===== src/rtl/aes_block_serializer_if.sv =====
// HWPE-style word stream: data/strb qualified by valid, consumed when valid && ready.
// The source holds data and valid stable until ready is seen; valid is never retracted.
interface hwpe_stream_intf_stream #(
  parameter int unsigned DATA_WIDTH = 32
);
  logic                    valid;
  logic                    ready;
  logic [DATA_WIDTH-1:0]   data;
  logic [DATA_WIDTH/8-1:0] strb;

  modport source (output valid, output data, output strb, input ready);
  modport sink   (input valid, input data, input strb, output ready);
endinterface


===== src/rtl/aes_block_serializer.sv =====
// Serializes 128-bit AES result blocks into DATA_WIDTH words on an HWPE source stream,
// counting blocks per job and flagging busy/done for the controller.
module aes_block_serializer #(
  parameter int unsigned DATA_WIDTH  = 32,
  parameter int unsigned BLOCK_WIDTH = 128,
  parameter int unsigned WORD_ORDER  = 1,
  parameter int unsigned CNT_WIDTH   = 16,
  localparam int unsigned NWORDS     = BLOCK_WIDTH / DATA_WIDTH
) (
  input  logic                   clk_i,
  input  logic                   rst_i,
  input  logic                   start_i,
  input  logic                   clear_i,
  input  logic [CNT_WIDTH-1:0]   nblocks_i,
  input  logic [BLOCK_WIDTH-1:0] blk_data_i,
  input  logic                   blk_valid_i,
  output logic                   blk_ready_o,
  hwpe_stream_intf_stream.source d_o,
  output logic                   busy_o,
  output logic                   done_o,
  output logic [CNT_WIDTH-1:0]   blk_cnt_o
);

  localparam int unsigned IDX_W = (NWORDS > 1) ? $clog2(NWORDS) : 1;
  localparam logic [IDX_W-1:0] LAST_IDX = IDX_W'(NWORDS - 1);

  typedef enum logic [1:0] {
    S_IDLE   = 2'd0,
    S_ACCEPT = 2'd1,
    S_SEND   = 2'd2,
    S_DONE   = 2'd3
  } state_t;

  state_t                 r_state;
  state_t                 w_state_nxt;
  logic [BLOCK_WIDTH-1:0] r_hold;
  logic [IDX_W-1:0]       r_idx;
  logic [CNT_WIDTH-1:0]   r_cnt;
  logic [CNT_WIDTH-1:0]   r_nblk;
  logic [CNT_WIDTH-1:0]   w_cnt_nxt;
  logic                   w_last;
  logic                   w_blk_ready;
  logic                   w_load;
  logic                   w_start;
  logic                   w_idx_inc;
  logic                   w_cnt_inc;
  logic [DATA_WIDTH-1:0]  w_words [NWORDS];

  assign w_last    = (r_idx == LAST_IDX);
  assign w_cnt_nxt = r_cnt + CNT_WIDTH'(1);

  // Word table in emission order, so the stream simply walks index 0..NWORDS-1.
  always_comb begin
    for (int i = 0; i < NWORDS; i++) begin
      w_words[i] = (WORD_ORDER != 0) ? r_hold[BLOCK_WIDTH-1-i*DATA_WIDTH -: DATA_WIDTH]
                                     : r_hold[i*DATA_WIDTH +: DATA_WIDTH];
    end
  end

  always_comb begin
    w_state_nxt = r_state;
    w_blk_ready = 1'b0;
    w_load      = 1'b0;
    w_start     = 1'b0;
    w_idx_inc   = 1'b0;
    w_cnt_inc   = 1'b0;
    unique case (r_state)
      S_IDLE: begin
        if (start_i) begin
          w_start     = 1'b1;
          w_state_nxt = (nblocks_i == '0) ? S_DONE : S_ACCEPT;
        end
      end
      S_ACCEPT: begin
        w_blk_ready = 1'b1;
        if (blk_valid_i) begin
          w_load      = 1'b1;
          w_state_nxt = S_SEND;
        end
      end
      S_SEND: begin
        if (d_o.ready) begin
          if (!w_last) begin
            w_idx_inc = 1'b1;
          end else begin
            w_cnt_inc = 1'b1;
            if (w_cnt_nxt == r_nblk) begin
              w_state_nxt = S_DONE;
            end else begin
              // Take the next block in the same cycle as the last word: no bubble.
              w_blk_ready = 1'b1;
              if (blk_valid_i) w_load = 1'b1;
              else             w_state_nxt = S_ACCEPT;
            end
          end
        end
      end
      S_DONE: begin
        w_state_nxt = S_IDLE;
      end
      default: begin
        w_state_nxt = S_IDLE;
      end
    endcase
    if (clear_i) begin
      w_state_nxt = S_IDLE;
      w_blk_ready = 1'b0;
      w_load      = 1'b0;
      w_start     = 1'b0;
      w_idx_inc   = 1'b0;
      w_cnt_inc   = 1'b0;
    end
  end

  always_ff @(posedge clk_i or posedge rst_i) begin
    if (rst_i) begin
      r_state <= S_IDLE;
      r_hold  <= '0;
      r_idx   <= '0;
      r_cnt   <= '0;
      r_nblk  <= '0;
    end else begin
      r_state <= w_state_nxt;
      if (clear_i) begin
        r_idx <= '0;
        r_cnt <= '0;
      end else begin
        if (w_start) begin
          r_nblk <= nblocks_i;
          r_cnt  <= '0;
        end
        if (w_load) begin
          r_hold <= blk_data_i;
          r_idx  <= '0;
        end else if (w_idx_inc) begin
          r_idx <= r_idx + IDX_W'(1);
        end
        if (w_cnt_inc) r_cnt <= w_cnt_nxt;
      end
    end
  end

  assign d_o.valid   = (r_state == S_SEND);
  assign d_o.data    = w_words[r_idx];
  assign d_o.strb    = '1;
  assign blk_ready_o = w_blk_ready;
  assign busy_o      = (r_state == S_ACCEPT) || (r_state == S_SEND);
  assign done_o      = (r_state == S_DONE);
  assign blk_cnt_o   = r_cnt;

endmodule


===== src/flat_wrapper.sv =====
// flat-port wrapper written by rule: the top's interface ports become plain ports
module aes_block_serializer_flat 
#(
  parameter int unsigned DATA_WIDTH  = 32,
  parameter int unsigned BLOCK_WIDTH = 128,
  parameter int unsigned WORD_ORDER  = 1,
  parameter int unsigned CNT_WIDTH   = 16,
  localparam int unsigned NWORDS     = BLOCK_WIDTH / DATA_WIDTH
)
  (clk_i, rst_i, start_i, clear_i, nblocks_i, blk_data_i, blk_valid_i, blk_ready_o, busy_o, done_o, blk_cnt_o, d_o_valid, d_o_data, d_o_strb, d_o_ready);
  hwpe_stream_intf_stream #(.DATA_WIDTH(DATA_WIDTH)) d_o_i ();
  input  logic clk_i;
  input  logic rst_i;
  input  logic start_i;
  input  logic clear_i;
  input  logic [CNT_WIDTH-1:0] nblocks_i;
  input  logic [BLOCK_WIDTH-1:0] blk_data_i;
  input  logic blk_valid_i;
  output logic blk_ready_o;
  output logic busy_o;
  output logic done_o;
  output logic [CNT_WIDTH-1:0] blk_cnt_o;
  output wire logic [$bits(d_o_i.valid)-1:0] d_o_valid;
  output wire logic [$bits(d_o_i.data)-1:0] d_o_data;
  output wire logic [$bits(d_o_i.strb)-1:0] d_o_strb;
  input wire logic [$bits(d_o_i.ready)-1:0] d_o_ready;
  assign d_o_valid = d_o_i.valid;
  assign d_o_data = d_o_i.data;
  assign d_o_strb = d_o_i.strb;
  assign d_o_i.ready = d_o_ready;
  aes_block_serializer #(.DATA_WIDTH(DATA_WIDTH), .BLOCK_WIDTH(BLOCK_WIDTH), .WORD_ORDER(WORD_ORDER), .CNT_WIDTH(CNT_WIDTH)) u_core (.clk_i(clk_i), .rst_i(rst_i), .start_i(start_i), .clear_i(clear_i), .nblocks_i(nblocks_i), .blk_data_i(blk_data_i), .blk_valid_i(blk_valid_i), .blk_ready_o(blk_ready_o), .d_o(d_o_i), .busy_o(busy_o), .done_o(done_o), .blk_cnt_o(blk_cnt_o));
endmodule

===== config.mk =====
export PLATFORM = sky130hd
export DESIGN_NAME = aes_block_serializer_flat
export DESIGN_NICKNAME = d
export VERILOG_FILES = /design/src/rtl/aes_block_serializer_if.sv /design/src/rtl/aes_block_serializer.sv /design/src/flat_wrapper.sv
export SDC_FILE = /design/constraint.sdc
export NUM_CORES = 1
export LEC_CHECK = 0
export ABC_CLOCK_PERIOD_IN_PS = 5800
export BUFFER_PORTS_ARGS = -buffer_cell sky130_fd_sc_hd__buf_4
export CAP_MARGIN = 10
export CORE_ASPECT_RATIO = 1.2
export CORE_MARGIN = 8
export CORE_UTILIZATION = 35
export CTS_BUF_LIST = sky130_fd_sc_hd__clkbuf_16
export DETAILED_ROUTE_END_ITERATION = 7
export PLACE_DENSITY_LB_ADDON = 0.2
export SYNTH_ARGS = -nofsm -noshare
export SYNTH_HDL_FRONTEND = slang
export SYNTH_SLANG_ARGS = --single-unit

===== constraint.sdc =====
create_clock -name clk_i -period 5.8 [get_ports clk_i]
set_input_delay 0.58 -clock clk_i [delete_from_list [all_inputs] [get_ports clk_i]]
set_output_delay 0.58 -clock clk_i [all_outputs]
set_load 0.05 [all_outputs]

# After elaboration in Yosys (flattened, before gate mapping)
# Cells that the tools add are included.
# word_totals
reg_bits	164
latchBits	0
ram_bits	0
rom_bits	0
out_inout_bits	56
mem_count	0
# op_classes
n_addsub	2
mul	0
div	0
n_lt_le_gt_ge	1
eq_ne	10
shifts	0
mux	40
bitwise	2
n_reduce_logical	8
# ops
operator	n
32-bit binary-select mux with 2-bit select	1
32-bit 2-to-1 mux	2
16-bit 2-to-1 mux	3
2-bit 2-to-1 mux	11
1-bit 2-to-1 mux	20
16-bit by 1-bit adder with 16-bit output, second input constant	1
16-bit equality test	1
16-bit logical NOT	1
2-bit one-hot mux with 4 select lines	1
2-bit equality test, second input constant	3
3-bit by 2-bit != test with 1-bit output, second input constant	2
3-bit != test, second input constant	2
3-bit nonzero test	2
5-bit AND reduction	1
4-bit by 3-bit != test with 1-bit output, second input constant	1
1-bit one-hot mux with 2 select lines	2
2-bit AND reduction	2
3-bit greater-or-equal comparator, second input constant	1
2-bit inverter with 3-bit output	1
2-bit by 1-bit adder with 2-bit output, second input constant	1
2-bit by 1-bit equality test with 1-bit output, second input constant	1
2-bit logical NOT	1
1-bit logical OR	1
1-bit inverter	1

# Longest topological paths before layout
# logic_depth
ltp_word	9
depth_mapped	10

# Worst setup path before layout
# Ideal clock, no wire load.
# synth_path
path_type	reg-to-output
startpoint	register u_core.r_cnt[0] (netlist: u_core.blk_cnt_o[0])
endpoint	output blk_ready_o
arrival_time_ps	3467
slack_ps	1753
stages_incl_launch_ff	9
path_buffers	0
cell_sequence	dfrtp_1 -> ha_1 -> nand3_4 -> or4_1 -> nor4bb_1 -> nor3_1 -> or4_4 -> o21ai_0 -> a21boi_0
# synth_between
elab_chain_len	7
# synth_rtl
element	line_no	rtl
from (decl)	aes_block_serializer.sv:38	logic [CNT_WIDTH-1:0] r_cnt;
from (signal assigned)	aes_block_serializer.sv:138	if (w_cnt_inc) r_cnt <= w_cnt_nxt;
16-bit by 1-bit adder with 16-bit output	aes_block_serializer.sv:50	assign w_cnt_nxt = r_cnt + CNT_WIDTH'(1);
16-bit equality test	aes_block_serializer.sv:87	if (w_cnt_nxt == r_nblk) begin
1-bit 2-to-1 mux	aes_block_serializer.sv:87	
1-bit 2-to-1 mux	aes_block_serializer.sv:83	if (!w_last) begin
1-bit 2-to-1 mux	aes_block_serializer.sv:82	if (d_o.ready) begin
1-bit one-hot mux with 2 select lines	aes_block_serializer.sv:67	unique case (r_state)
1-bit 2-to-1 mux	aes_block_serializer.sv:105	if (clear_i) begin
to (decl)	flat_wrapper.sv:19	output logic blk_ready_o;
# Every way passes these cells.

# Worst setup path after layout
# Same ends and word-level chain as after synthesis.

==> impl_results.md <==
* DR pass1 iterations at 4
* # DRC at 0
* Distinct cells, synth at 61
* Gr ovfl total at 0
* WL/cell at 20.0 um
* Total Wirelength at 21900 um
* Slew Viols, Final at 0
* Tightest Hold Check Type: primary input to asynchronous set/reset pin
* Max-Cap Viols at 0
* Wire length of the first global-routing pass at 34500 um
* Die W at 158 um
* Die Span Y at 187 um
* CP Max Fanout at 9
* Startpoint class of the critical path: flop
* Gr usage total at 15.0%
* Ant diodes at 0
* CTS root buffer: clkbuf_16
* Reg power frac at 35.4%
* Reg clk slew, reported paths at 0.07 ns
* Final ANT Viol Nets at 0
* Setup TNS at 0 ns
* EDFF count, synth at 0
* Global route hottest layer: met2
* Worst setup path start: u_core.blk_cnt_o[0]
* Avg Inst Size Synth at 14.9 sq um
* Switch Pwr at 1.80 mW
* Leak at 5.29 nW
* Vias post-DR at 5446
* Synthesized area at 8480 sq um
* Ys flop type: dfrtp_1
* GR Util met2 at 26.4%
* Commonest cells after routing, fill and taps aside: buf_4, dfrtp_1, mux2_4
* Setup Crit Path Kind: flop to output port
* Critical-path cell list: ha_1 -> nand3_4 -> nor4_1 -> xnor2_1 -> nand4_1 -> or4_4 -> o21ai_0 -> a21boi_0 -> buf_4
* RSZ-0062 raised after global routing: false
* Post-CTS Resized at 0
* Synth top area share at 48.4%
* Sequential fraction of the synthesis area at 48.4%
* Row cnt at 62
* Fraction of registers with async set/reset at 100%
* H-tree levels at 4
* CP max stage delay at 0.54 ns
* Skew final at 0.0127 ns
* Final nets at 918
* Peak Freq at 251 MHz
* Worst slew pin tran at 1.15 ns
* Register bit total from synthesis at 164
* Crit path to: blk_ready_o
* Initial antenna violation count at 0
* Commonest non-fill, non-tap cell in the layout: buf_4
* CTS Sinks at 164
* Relative slew slack at 23.3%
* Placeable Area at 23900 sq um
* Largest area contributor in the netlist: dfrtp_1
* Pin count of the biggest net entering global routing at 105
* FILL cells at 2211
* Worst VDD drop at 0.000184 V
* Slowest stage cell, crit path: nor4_1
* Met1 Resource Use GR at 17.2%
* Final Wtd Congestion at 0.828
* TritonCTS clock tree: built
* Via density at 4.98
* Port buffer count at 201
* Switching Share at 34.0%
* Int Power at 3.50 mW
* I/O pins at 206
* Crit path time final at 3.99 ns
* Met3 Usage GRT at 4.30%
* R2R setup slack at 1.89 ns
* Drt initial violations at 201
* R2R depth at 9
* CTS buffer count at 17
* Crit path required time at 5.22 ns
* Top post-synthesis cells by area: dfrtp_1, mux2_4, mux4_2, mux2_2, mux2_1
* RR Startpoint: u_core.blk_cnt_o[0]
* Vias in the first global route at 6066
* DIE AREA at 29500 sq um
* Cell area power density at 492 nW/um^2
* CP Data Arrival Time at 3.41 ns
* Clock Tree Buf Depth at 2
* Dpl hpwl at 15700 um
* Worst Hold Slack at 0.362 ns
* Post-DP Area at 10100 sq um
* Post-Syn Instances at 571
* Status: completed
* Final Hold Fails at 0
* Logic gate share of total power at 39.5%
* Crit end category: output port
* Clock network power share at 25.0%
* Synth Warn # at 0
* Clock Latency Late Sink at 0.42 ns
* Crit share post-route at 68.8%
* Hold Buf Count CTS at 0
* Reg2reg end: u_core.r_hold[115]
* Share of post-route cells with drive strength above 1 at 52.8%
* Syn-to-layout area delta at 27.2%
* Cell area after layout at 10800 sq um
* Pwr Total at 5.30 mW
* Initial core utilization at 35.5%
* Post-CTS setup buffer count at 0
* Final setup vio count at 0
## routing by layer
layer / up-vias / wire, um
met4: 0 / 283
met1: 2792 / 8640
met2: 164 / 11600
li1: 2473 / -
met3: 17 / 1400
met5: - / 0
## metrics by stage
step	std cells	utilization [%]	setup slack, ns
4_1_cts	1094	45.1	1.82
3_3_place_gp	1062	42.2	1.98
5_1_grt	1094	45.1	1.64
3_5_place_dp	1062	42.2	1.89
6_report	1094	45.1	1.81
2_1_floorplan	574	-	0.787
## worst min path at each step
| stage | from | endpoint | slack [ns] | cells past startpoint |
|---|---|---|---|---|
| detailed placement | u_core.r_hold[4] | u_core.r_hold[4] | 0.48 | 1 |
| global placement | u_core.r_hold[119] | u_core.r_hold[119] | 0.47 | 1 |
| floorplan | u_core.r_hold[0] | u_core.r_hold[0] | 0.46 | 1 |
| global route | blk_data_i[123] | u_core.r_hold[123] | 0.35 | 2 |
| CTS | blk_data_i[122] | u_core.r_hold[122] | 0.35 | 2 |
| finish | rst_i | u_core.r_hold[60] | 0.36 | 2 |
## power groups by stage
stage / Combinational (mW) / Clock (mW) / Sequential, mW
global route: 2.23 / 1.41 / 1.94
finish: 2.10 / 1.33 / 1.88
global placement: 2.08 / 0 / 1.87
floorplan: 1.65 / 0 / 1.80
CTS: 2.13 / 1.36 / 1.88
detailed placement: 2.11 / 0 / 1.90
## Yosys cell counts, types with 6 or more instances
cell type  number
o21ai_0        21
nor2_1         15
nand3_1         9
nor3_1          9
mux2_1         20
xor2_1          8
buf_4           6
inv_1           7
xnor2_1        11
clkbuf_1       12
ha_1            7
mux2_2         25
dfrtp_1       164
mux4_2         32
buf_12         11
a21oi_1         6
nand2_1        22
mux2_4        100
## registers in the layout, summed over array words and instances, names as in the netlist
register,count
u_core.r_hold,128
u_core.r_nblk,16
u_core.blk_cnt_o,16
u_core.r_idx,2
u_core.r_state,2
## final cells by class
cell class / count / area [sq um] / share of cell area [%]
Tap cell: 320 / 400 / 3.71
Clock inverter: 15 / 267 / 2.47
Multi-Input combinational cell: 365 / 4000 / 37.1
Timing Repair Buffer: 206 / 1560 / 14.5
Inverter: 7 / 31.3 / 0.290
Clock buffer: 17 / 425 / 3.94
Sequential cell: 164 / 4110 / 38.1
## critical path, delay by kind of cell, from the launching register on
family | cells | cell delay, ns
compound gates | 2 | 0.34
xor+xnor | 1 | 0.17
fa+ha+maj | 1 | 0.36
buf+inv | 1 | 0.24
flops | 1 | 0.50
simple gates | 4 | 1.37
## cell families after synthesis
| group | after synthesis | share of synthesized area (%) |
|---|---|---|
| other | 1 | 0.0442 |
| multiplexers | 181 | 32.6 |
| AO/OA/AOI/OAI | 58 | 4.59 |
| AND/OR/NAND/NOR | 96 | 6.67 |
| XOR/XNOR | 19 | 1.96 |
| flip-flops | 164 | 48.4 |
| buffers and inverters | 45 | 4.66 |
| adder cells (fa/ha/maj) | 7 | 1.03 |
Power figures use the tool's default switching activity.
